--- src/rtl/ex_muldiv_sequencer.sv ---
// Iterative unsigned multiply/divide unit for the EX stage: one shift-add or
// restoring-divide step per cycle, holding the pipeline until the result is ready.
module ex_muldiv_sequencer #(
   parameter int XLEN = 32,
   parameter int ITER = 32
) (
   input  logic            clk,
   input  logic            rst,
   input  logic            start,
   input  logic [1:0]      op,
   input  logic [XLEN-1:0] data1,
   input  logic [XLEN-1:0] data2,
   input  logic            flush,
   output logic            stall,
   output logic            busy,
   output logic            done,
   output logic [XLEN-1:0] result
);

   localparam int CW = $clog2(ITER);

   typedef enum logic [1:0] {IDLE, BUSY, DONE} state_t;

   state_t          state, state_next;
   logic [CW-1:0]   count;
   logic [1:0]      op_q;
   logic [XLEN-1:0] opb;
   logic [XLEN-1:0] lo;
   logic [XLEN-1:0] acc;

   logic            accept, div_zero, last;
   logic [XLEN:0]   sum, shifted, trial;
   logic [XLEN-1:0] acc_next, lo_next, final_val;

   assign accept   = (state == IDLE) && start && !flush;
   assign div_zero = op[1] && (data2 == '0);
   assign last     = (count == CW'(ITER - 1));

   // acc holds the product high word or the partial remainder; lo holds the
   // multiplier being shifted out or the dividend being shifted into quotient bits.
   always_comb begin
      sum     = {1'b0, acc} + (lo[0] ? {1'b0, opb} : '0);
      shifted = {acc, lo[XLEN-1]};
      trial   = shifted - {1'b0, opb};
      if (op_q[1]) begin
         if (trial[XLEN]) begin
            acc_next = shifted[XLEN-1:0];
            lo_next  = {lo[XLEN-2:0], 1'b0};
         end else begin
            acc_next = trial[XLEN-1:0];
            lo_next  = {lo[XLEN-2:0], 1'b1};
         end
      end else begin
         acc_next = sum[XLEN:1];
         lo_next  = {sum[0], lo[XLEN-1:1]};
      end
      final_val = op_q[0] ? acc_next : lo_next;
   end

   always_ff @(posedge clk) begin
      if (rst) state <= IDLE;
      else     state <= state_next;
   end

   always_comb begin
      state_next = state;
      case (state)
         IDLE:    if (accept) state_next = div_zero ? DONE : BUSY;
         BUSY: begin
            if (flush)     state_next = IDLE;
            else if (last) state_next = DONE;
         end
         DONE:    state_next = IDLE;
         default: state_next = IDLE;
      endcase
   end

   assign stall = accept || (state == BUSY);
   assign busy  = (state != IDLE);
   assign done  = (state == DONE) && !flush;

   // The result register only moves on the edge that enters DONE, so a flush
   // on the final iteration leaves the previous result visible.
   always_ff @(posedge clk) begin
      if (rst) begin
         count  <= '0;
         op_q   <= '0;
         opb    <= '0;
         lo     <= '0;
         acc    <= '0;
         result <= '0;
      end else begin
         case (state)
            IDLE: begin
               if (accept) begin
                  op_q  <= op;
                  count <= '0;
                  acc   <= '0;
                  lo    <= op[1] ? data1 : data2;
                  opb   <= op[1] ? data2 : data1;
                  if (div_zero) result <= op[0] ? data1 : '1;
               end
            end
            BUSY: begin
               if (flush) begin
                  count <= '0;
               end else begin
                  acc   <= acc_next;
                  lo    <= lo_next;
                  count <= count + CW'(1);
                  if (last) result <= final_val;
               end
            end
            default: count <= '0;
         endcase
      end
   end

endmodule

--- config.mk ---
export PLATFORM = sky130hd
export DESIGN_NAME = ex_muldiv_sequencer
export DESIGN_NICKNAME = d
export VERILOG_FILES = /design/src/rtl/ex_muldiv_sequencer.sv
export SDC_FILE = /design/constraint.sdc
export NUM_CORES = 1
export LEC_CHECK = 0
export ABC_AREA = 1
export BUFFER_PORTS_ARGS = -buffer_cell sky130_fd_sc_hd__buf_2
export CAP_MARGIN = 20
export CORE_UTILIZATION = 50
export CTS_CLUSTER_DIAMETER = 80
export DETAILED_ROUTE_END_ITERATION = 12
export GPL_TIMING_DRIVEN = 1
export PLACE_DENSITY = 0.66
export SETUP_SLACK_MARGIN = 0.4
export SLEW_MARGIN = 15
export SYNTH_ARGS = -nofsm -noshare
export SYNTH_HDL_FRONTEND = slang
export SYNTH_SLANG_ARGS = --single-unit
--- constraint.sdc ---
create_clock -name clk -period 4.52 [get_ports clk]
set_clock_uncertainty 0.1 [all_clocks]
set_input_delay 0.226 -clock clk [delete_from_list [all_inputs] [get_ports clk]]
set_output_delay 0.226 -clock clk [all_outputs]
set_load 0.02 [all_outputs]
Word level (Yosys, flattened, before mapping)
Index checks and enable logic that the tools add are counted.
{"block": "classes", "n_bitwise": 0, "magnitude_cmp": 0, "n_eq_ne": 8, "n_mux": 28, "div_mod_pow": 0, "n_reduce_logical": 14, "n_mul": 0, "n_shift": 0, "add_sub_neg": 3}
{"cell": "$mux W32", "n": 16}
{"cell": "$pmux W32 S2", "n": 3}
{"cell": "$add A32 B32 Y33", "n": 1}
{"cell": "$sub A33 B32 Y33", "n": 1}
{"cell": "$logic_not A32 Y1", "n": 1}
{"cell": "$mux W5", "n": 2}
{"cell": "$pmux W5 S2", "n": 1}
{"cell": "$mux W2", "n": 4}
{"cell": "$ne A2 B2 Y1 const B", "n": 4}
{"cell": "$add A5 B1 Y5 const B", "n": 1}
{"cell": "$eq A5 B5 Y1 const B", "n": 1}
{"cell": "$reduce_and A5 Y1", "n": 1}
{"cell": "$logic_and A1 B1 Y1", "n": 4}
{"cell": "$pmux W2 S2", "n": 1}
{"cell": "$reduce_and A2 Y1", "n": 2}
{"cell": "$reduce_bool A2 Y1", "n": 2}
{"cell": "$ne A3 B3 Y1 const B", "n": 1}
{"cell": "$reduce_and A3 Y1", "n": 1}
{"cell": "$eq A2 B1 Y1 const B", "n": 1}
{"cell": "$eq A2 B2 Y1 const B", "n": 1}
{"cell": "$logic_not A2 Y1", "n": 1}
{"cell": "$logic_not A1 Y1", "n": 1}
{"cell": "$logic_or A1 B1 Y1", "n": 1}
{"cell": "$mux W1", "n": 1}
{"block": "word_totals", "memories": 0, "out_inout_bits": 35, "word_cells": 60, "inputBits": 70, "mem_bits_ro": 0, "mem_bits_rw": 0, "latch_bits": 0, "ff_bits": 137}

Longest topological paths before layout
Gate-level depths: netlist (run 1).
{"block": "depth", "depth_word": 7, "depth_mapped": 22, "ltp_nobuf": 20}

Worst setup path after synthesis (run 1)
No wires, ideal clock.
{"block": "synth_timing", "kind": "reg2reg", "startpoint": "register lo[0]", "endpoint": "register result[29]", "n_path_buf": 2, "path_slack_ns": 1.871, "stages_incl_launch_ff": 20, "t_required_ns": 4.302, "setup_time_ns": 0.118, "synth_period_minus_slack_ns": 2.649, "t_arrival_ns": 2.431, "path_cell_list": "dfxtp_1 clkbuf_1 clkbuf_1 nand2_1 inv_1 ha_1 fa_1 nand2_1 nand2_1 o21ai_0 o21ai_0 nand2_1 nand2_1 nand3b_1 nand2_1 nand2_1 nand3_1 nand3_1 nand2_1 a21oi_1"}
{"block": "synth_via", "elab_chain_cells": 7}
{"item": "start: declaration", "line_no": "28", "source": "logic [XLEN-1:0] lo;"}
{"item": "start signal: assignment", "line_no": "99", "source": "lo <= op[1] ? data1 : data2;"}
{"item": "start signal: assignment", "line_no": "109", "source": "lo <= lo_next;"}
{"item": "$mux W32", "line_no": "42", "source": "sum = {1'b0, acc} + (lo[0] ? {1'b0, opb} : '0);"}
{"item": "$add A32 B32 Y33", "line_no": "42"}
{"item": "$mux W32", "line_no": "45", "source": "if (op_q[1]) begin"}
{"item": "$mux W32", "line_no": "57", "source": "final_val = op_q[0] ? acc_next : lo_next;"}
{"item": "$mux W32", "line_no": "111", "source": "if (last) result <= final_val;"}
{"item": "$mux W32", "line_no": "105", "source": "if (flush) begin"}
{"item": "$pmux W32 S2", "line_no": "93", "source": "case (state)"}
{"item": "end signal: assignment", "line_no": "101", "source": "if (div_zero) result <= op[0] ? data1 : '1;"}
{"item": "end signal: assignment", "line_no": "111"}
{"item": "end: declaration", "line_no": "17", "source": "output logic [XLEN-1:0] result"}
Every way passes these cells. The select of a mux whose other input is x is not followed.
A chain may end at the register's enable or synchronous reset.

Worst setup path in the final report (run 1)
{"block": "layout_timing", "startpoint": "register lo[31]", "endpoint": "register result[30]"}
{"block": "layout_via", "elab_chain_cells": 7, "elab_cells_between_ends": 8, "cone_classes": "1 x add/sub; 7 x mux"}
{"item": "$sub A33 B32 Y33", "line_no": "44", "source": "trial = shifted - {1'b0, opb};"}
{"item": "$mux W32", "line_no": "46", "source": "if (trial[XLEN]) begin"}
{"item": "$mux W32", "line_no": "45"}
{"item": "$mux W32 (*)", "line_no": "57"}
{"item": "$mux W32 (*)", "line_no": "111"}
{"item": "$mux W32 (*)", "line_no": "105"}
{"item": "$pmux W32 S2 (*)", "line_no": "93"}
Every way passes the cells marked *; elsewhere a longest branch is shown, timed or not. The select of a mux whose other input is x is not followed.

==> results.py, run 1 <==
metrics = {
    "detailed_routing": {
        "viasPerCell": 5.49,
        "wl_per_cell_um": 18.1,
        "drc": 0,
        "first_pass_iters": 6,
        "vias": 15021,
        "routed_wl_um": 49400,
        "drtIter0Drc": 1601,
        "ant_nets": 0,
    },
    "layout": {
        "final_cell_mix": "nand2_1, inv_1, a21oi_1",
        "diodes": 0,
        "area_growth_syn_to_layout_pct": 12.7,
        "final_common_cell": "nand2_1",
        "fillers": 2702,
        "nets": 2529,
        "drive_gt1_frac": 0.0944,
        "multi_input_area_mm2": 0.00834,
        "seq_area_mm2": 0.00275,
    },
    "clock_tree": {
        "cts_buffers": 17,
        "clockBufferDepth": 2,
        "cts_root_buf": "clkbuf_16",
        "cts_tree": "yes",
        "clkLatencyLatePin_ns": 0.44,
        "postCtsHoldBufs": 50,
        "ctsResizeCount": 0,
        "cts.sinks": 137,
        "post_cts_buffers": 0,
        "ctsHtreeMaxLevel": 4,
        "cts.clk_slew.worst_paths_ns": 0.07,
    },
    "worst_setup_path": {
        "end_kind": "flip-flop",
        "crit_type": "flip-flop to flip-flop",
        "crit_path_frequent_cell": "nand2_1",
        "slowest_delay_ns": 0.47,
        "r2r_cells": 20,
        "arrival_ns": 3.70,
        "cp_cell_sequence": "inv_1 -> ha_1 -> inv_1 -> fa_1 -> nand2_1 -> nand2_1 -> nand3_1 -> nand2_2 -> nand2_1 -> nand2_2 -> nand2_2 -> nand2_2 -> nand2_1 -> nand2_2 -> nand2_1 -> nand2_1 -> nand2_1 -> nand3_1 -> nand2_1 -> a21oi_2",
        "crit_path_start_kind": "flip-flop",
        "critPathRequiredTime_ns": 4.75,
        "cp_max_fo": 29,
        "slowest_stage": "nand2_2",
    },
    "timing": {
        "relSlewSlack": 0.406,
        "layout_min_cycle_time_ns": 3.47,
        "period_share": 0.767,
        "rsz0062_at_grt": "no",
        "hold_viol_final": 0,
        "finalSetupViolations": 0,
        "slew_viol_final": 0,
        "fin_ws_ns": 1.05,
        "clock.fmax_mhz": 289,
        "worstMarginPinSlew_ns": 0.891,
        "finalSetupTns_ns": 0,
    },
    "pwr": {
        "cell_internal_pwr_w": 0.00233,
        "ir_drop_uv": 191,
        "p_per_area_mw_per_mm2": 250,
        "leakage_nw": 7.75,
        "combPwrFrac": 0.238,
        "p_sw_w": 0.00133,
        "p_clk_frac": 0.396,
        "seq_power_share": 0.367,
        "swShare": 0.363,
    },
    "synth": {
        "yosysUniqueCellTypes": 42,
        "syn_area_mm2": 0.0130,
        "syn_nets": 2443,
        "yosysWarnings": 0,
        "synth.avg_cell_area_um2": 5.64,
        "synth-seq-cells": 137,
        "yosysSeqAreaShare": 0.211,
        "synth_cells": 2305,
    },
    "grt": {
        "grtUsageTotal": 0.371,
        "grt_pass1_wl_um": 75400,
        "antenna_found_initial": 0,
        "grt_max_degree": 88,
        "grt_pass1_vias": 13669,
        "grt_overflow_total": 0,
    },
    "die": {
        "start_util": 0.513,
        "core-area_mm2": 0.0253,
        "die_x_um": 163,
        "num_io_pins": 105,
        "die_h_um": 163,
        "die-area_mm2": 0.0266,
        "rows": 58,
    },
    "placed_design": {
        "port_buffers": 104,
        "dp_hpwl_um": 37100,
        "dp_slack_ns": 1.07,
        "place_congestion": 1.04,
    },
    "worst_hold_path": {
        "worstHoldPathType": "input pin to flip-flop",
        "worstHoldPathCells": 3,
    },
    "status": {
        "status": "complete, no violations",
    },
    "run": {
        "drv_cap": 0,
    },
}
[cell usage after synthesis]
cell type	count	area share
nand2_1	788	0.23
inv_1	375	0.11
a21oi_1	183	0.070
o21ai_0	162	0.062
dfxtp_1	137	0.21
nor2_1	133	0.038
nand3_1	114	0.044
clkbuf_1	71	0.021
ha_1	66	0.064
a211oi_1	50	0.029
a31oi_1	31	0.015
nand2_2	23	0.011
a21oi_2	16	0.011
nor3_1	14	0.0054
nand3_2	12	0.0092
nand3b_1	12	0.0069
nand4_1	12	0.0058
buf_2	10	0.0039
buf_4	10	0.0058
xnor2_1	10	0.0067
or2_2	9	0.0043
nor4_1	7	0.0034
o21a_1	7	0.0040
o21bai_1	7	0.0040
xor2_1	7	0.0047
a21o_1	5	0.0029
inv_2	5	0.0014
and2_1	4	0.0019
buf_6	4	0.0035
dlygate4sd1_1	4	0.0027
buf_1	3	0.00087
fa_1	2	0.0031
nor2_2	2	0.00096
o211ai_1	2	0.0012
and3_1	1	0.00048
buf_8	1	0.0012
clkinv_1	1	0.00029
mux2i_1	1	0.00077
nand2_4	1	0.00087
nor3_2	1	0.00077
nor3b_1	1	0.00058
o31ai_1	1	0.00058
[worst paths after layout]
kind / slack, ns / from / to
worst min register to register: 0.37 / count[3]$_SDFFE_PP0P_ / count[3]$_SDFFE_PP0P_
worst max register to register: 1.05 / lo[31]$_SDFFE_PP0P_ / result[30]$_SDFFE_PP0P_
worst max-delay path: 1.05 / lo[31]$_SDFFE_PP0P_ / result[30]$_SDFFE_PP0P_
worst min-delay path: 0.009 / data1[11] / opb[11]$_SDFFE_PP0P_
[critical path: cells and delay by family, from the launching register on]
kind	cells	cell delay, ns
buf+inv	2	0.29
compound gates	1	0.05
fa+ha+maj	2	0.68
flops	1	0.30
simple gates	15	1.91
[power by group through the flow]
stage	clock, W	combinational, W	sequential (W)
after floorplan	0	0.000574	0.00133
after global placement	0	0.000801	0.00136
after detailed placement	0	0.000808	0.00136
after CTS	0.00146	0.000852	0.00134
after global routing	0.00151	0.000959	0.00134
final	0.00145	0.000870	0.00134
[logic make-up after synthesis]
kind of cell	count (synthesis)	share of synthesized area
AND/OR/NAND/NOR	1134	0.362
adder cells (fa/ha/maj)	68	0.0666
buffers and inverters	484	0.148
multiplexers	1	0.000770
flip-flops	137	0.211
XOR/XNOR	17	0.0115
AO/OA/AOI/OAI	464	0.200
[metal layers]
layer  track usage  up-vias  wire (µm)
li1              -     7484          -
met1         0.524     6824      22300
met2         0.568      647      21100
met5             0        -          0
met4         0.110        0       1140
met3        0.0663       66       4830
[per-stage QoR]
stage | hold WS [ns] | instance area [µm²] | util | instances | power (W)
6_report | 0.00938 | 14600 | 0.578 | 2734 | 0.00366
2_1_floorplan | 0.287 | 13000 | - | 2305 | 0.00191
3_5_place_dp | 0.364 | 13600 | 0.536 | 2652 | 0.00217
4_1_cts | 0.000331 | 14600 | 0.578 | 2734 | 0.00364
3_3_place_gp | 0.351 | 13600 | 0.536 | 2652 | 0.00216
5_1_grt | 0.0134 | 14600 | 0.578 | 2734 | 0.00382
[final cells by class]
cell class	count	area share
Clock buffer	18	0.0293
Clock inverter	14	0.0103
Inverter	381	0.0977
Multi-Input combinational cell	1684	0.569
Sequential cell	137	0.187
Tap cell	330	0.0282
Timing Repair Buffer	170	0.0779
[registers in the layout, indices dropped and copies added, names as in the netlist]
signal and flops:
acc 32, count 5, lo 32, op_q 2, opb 32, result 32
state 2
(Power assumes the default switching activity.)
==> inputs of run 2 (changes only) <==
==> constraint.sdc (replaced) <==
create_clock -name clk -period 3.6 [get_ports clk]
set_clock_uncertainty 0.1 [all_clocks]
set_input_delay 0.18 -clock clk [delete_from_list [all_inputs] [get_ports clk]]
set_output_delay 0.18 -clock clk [all_outputs]
set_load 0.02 [all_outputs]
==> results.py, run 2 (synthesis gave the netlist of run 1 again) <==
metrics = {
    "timing": {
        "period_share": 0.855,
        "rsz0062_at_grt": "yes",
        "fin_ws_ns": 0.521,
        "fin_hold_ws_ns": 0.0216,
        "slew_viol_final": 0,
        "worstMarginPinSlew_ns": 1.08,
        "hold_viol_final": 0,
        "relSlewSlack": 0.282,
        "clock.fmax_mhz": 325,
        "finalSetupTns_ns": 0,
        "finalSetupViolations": 0,
        "layout_min_cycle_time_ns": 3.08,
    },
    "layout": {
        "diodes": 0,
        "area_growth_syn_to_layout_pct": 14.6,
        "final_common_cell": "nand2_1",
        "final_cell_mix": "nand2_1, inv_1, a21oi_1",
        "final_util": 0.588,
        "drive_gt1_frac": 0.104,
        "nets": 2542,
    },
    "pwr": {
        "combPwrFrac": 0.244,
        "cell_internal_pwr_w": 0.00306,
        "swShare": 0.355,
        "p_clk_frac": 0.404,
        "p_per_area_mw_per_mm2": 319,
        "leakage_nw": 7.86,
        "seq_power_share": 0.352,
        "ir_drop_uv": 247,
        "p_sw_w": 0.00169,
    },
    "detailed_routing": {
        "vias": 15306,
        "first_pass_iters": 7,
        "viasPerCell": 5.57,
        "routed_wl_um": 52200,
        "drtIter0Drc": 1778,
        "ant_nets": 0,
        "wl_per_cell_um": 19.0,
        "drc": 0,
    },
    "clock_tree": {
        "cts_root_buf": "clkbuf_16",
        "cts_tree": "yes",
        "cts_buffers": 17,
        "cts.sinks": 137,
        "clkLatencyLatePin_ns": 0.43,
        "clockBufferDepth": 2,
        "ctsHtreeMaxLevel": 4,
        "cts.clk_slew.worst_paths_ns": 0.07,
    },
    "die": {
        "start_util": 0.513,
        "die_x_um": 163,
        "rows": 58,
        "num_io_pins": 105,
        "core-area_mm2": 0.0253,
        "die-area_mm2": 0.0266,
        "die_h_um": 163,
    },
    "grt": {
        "grt_max_degree": 96,
        "grtUsageTotal": 0.390,
        "grt_overflow_total": 0,
        "antenna_found_initial": 0,
        "grt_pass1_vias": 14183,
        "grt_pass1_wl_um": 79500,
    },
    "run": {
        "drv_cap": 0,
    },
    "placed_design": {
        "dp_hpwl_um": 39000,
        "dp_slack_ns": 0.315,
        "place_congestion": 1.05,
        "port_buffers": 104,
    },
    "worst_setup_path": {
        "crit_type": "flip-flop to flip-flop",
        "arrival_ns": 3.29,
        "crit_path_start_kind": "flip-flop",
        "end_kind": "flip-flop",
        "cp_max_fo": 21,
        "critPathRequiredTime_ns": 3.81,
    },
    "worst_hold_path": {
        "worstHoldPathType": "input pin to flip-flop",
    },
    "status": {
        "status": "complete, no violations",
    },
}
[run 2: cell count changes in the layout (fill, tap and decap cells not counted), moves of 2 or more]
cell,delta
buf_4,+9
nand3_1,-5
nand3_2,+4
buf_12,+3
inv_8,-3
bufinv_16,+2
dfxtp_1,-2
dfxtp_2,+2
dlygate4sd3_1,-2
nand2_4,+2
nand2_8,+2
[run 2: layout make-up]
cell class                 count  area (µm²)
fill                        2629       10400
timing repair buffer         181        1260
clock buffer                  17         425
sequential                   137        2750
inverter                     381        1430
clock inverter                14         185
multi-input combinational   1686        8430
tap                          330         413
[run 2: worst max-delay path, cell delays in order, from the launching register on]
cell and delay (ns):
dfxtp_2 0.54, buf_12 0.23, nand2_1 0.08, inv_1 0.06, ha_1 0.27, a21oi_1 0.25, o21ai_0 0.19, a21oi_1 0.37
nand3_1 0.23, o21ai_0 0.34, nand3_1 0.16, nand2_1 0.09, a21oi_1 0.06
[run 2: metal layers]
| layer | part of all wire | track usage | vias to the layer above |
|---|---|---|---|
| li1 | - | - | 7510 |
| met3 | 0.10 | 0.0645 | 89 |
| met4 | 0.031 | 0.145 | 2 |
| met2 | 0.42 | 0.571 | 772 |
| met5 | 0.0016 | 0.0246 | - |
| met1 | 0.45 | 0.564 | 6933 |
[run 2: timing repair]
item / in CTS / in global routing
buffers inserted: 0 / 5
endpoints found under the hold margin: 26 / 0
pin swaps: 0 / 2
endpoints found under the setup margin: 5 / 71
cloned: 0 / 2
gates resized for setup: 1 / 16
hold buffers: 48 / 0
[run 2: worst paths after layout]
| path | start | to | cells after the start | slack [ns] |
|---|---|---|---|---|
| setup / recovery | lo[0]$_SDFFE_PP0P_ | result[17]$_SDFFE_PP0P_ | 12 | 0.52 |
| hold / removal | data2[30] | opb[30]$_SDFFE_PP0P_ | 3 | 0.02 |
| setup reg to reg | lo[0]$_SDFFE_PP0P_ | result[17]$_SDFFE_PP0P_ | 12 | 0.52 |
| hold reg to reg | count[3]$_SDFFE_PP0P_ | count[3]$_SDFFE_PP0P_ | 2 | 0.37 |
[run 2: power by group through the flow]
stage / sequential (W) / clock [W] / combinational (W)
after global routing: 0.00167 / 0.00199 / 0.00127
after global placement: 0.00170 / 0 / 0.00106
after detailed placement: 0.00170 / 0 / 0.00106
after floorplan: 0.00167 / 0 / 0.000721
after CTS: 0.00166 / 0.00193 / 0.00112
final: 0.00167 / 0.00192 / 0.00116
[run 2: metrics by stage]
step | std cells | total power (W) | cell area, µm²
2_1_floorplan | 2305 | 0.00239 | 13000
3_3_place_gp | 2660 | 0.00276 | 13600
3_5_place_dp | 2660 | 0.00276 | 13600
4_1_cts | 2739 | 0.00471 | 14700
5_1_grt | 2746 | 0.00493 | 14900
6_report | 2746 | 0.00475 | 14900
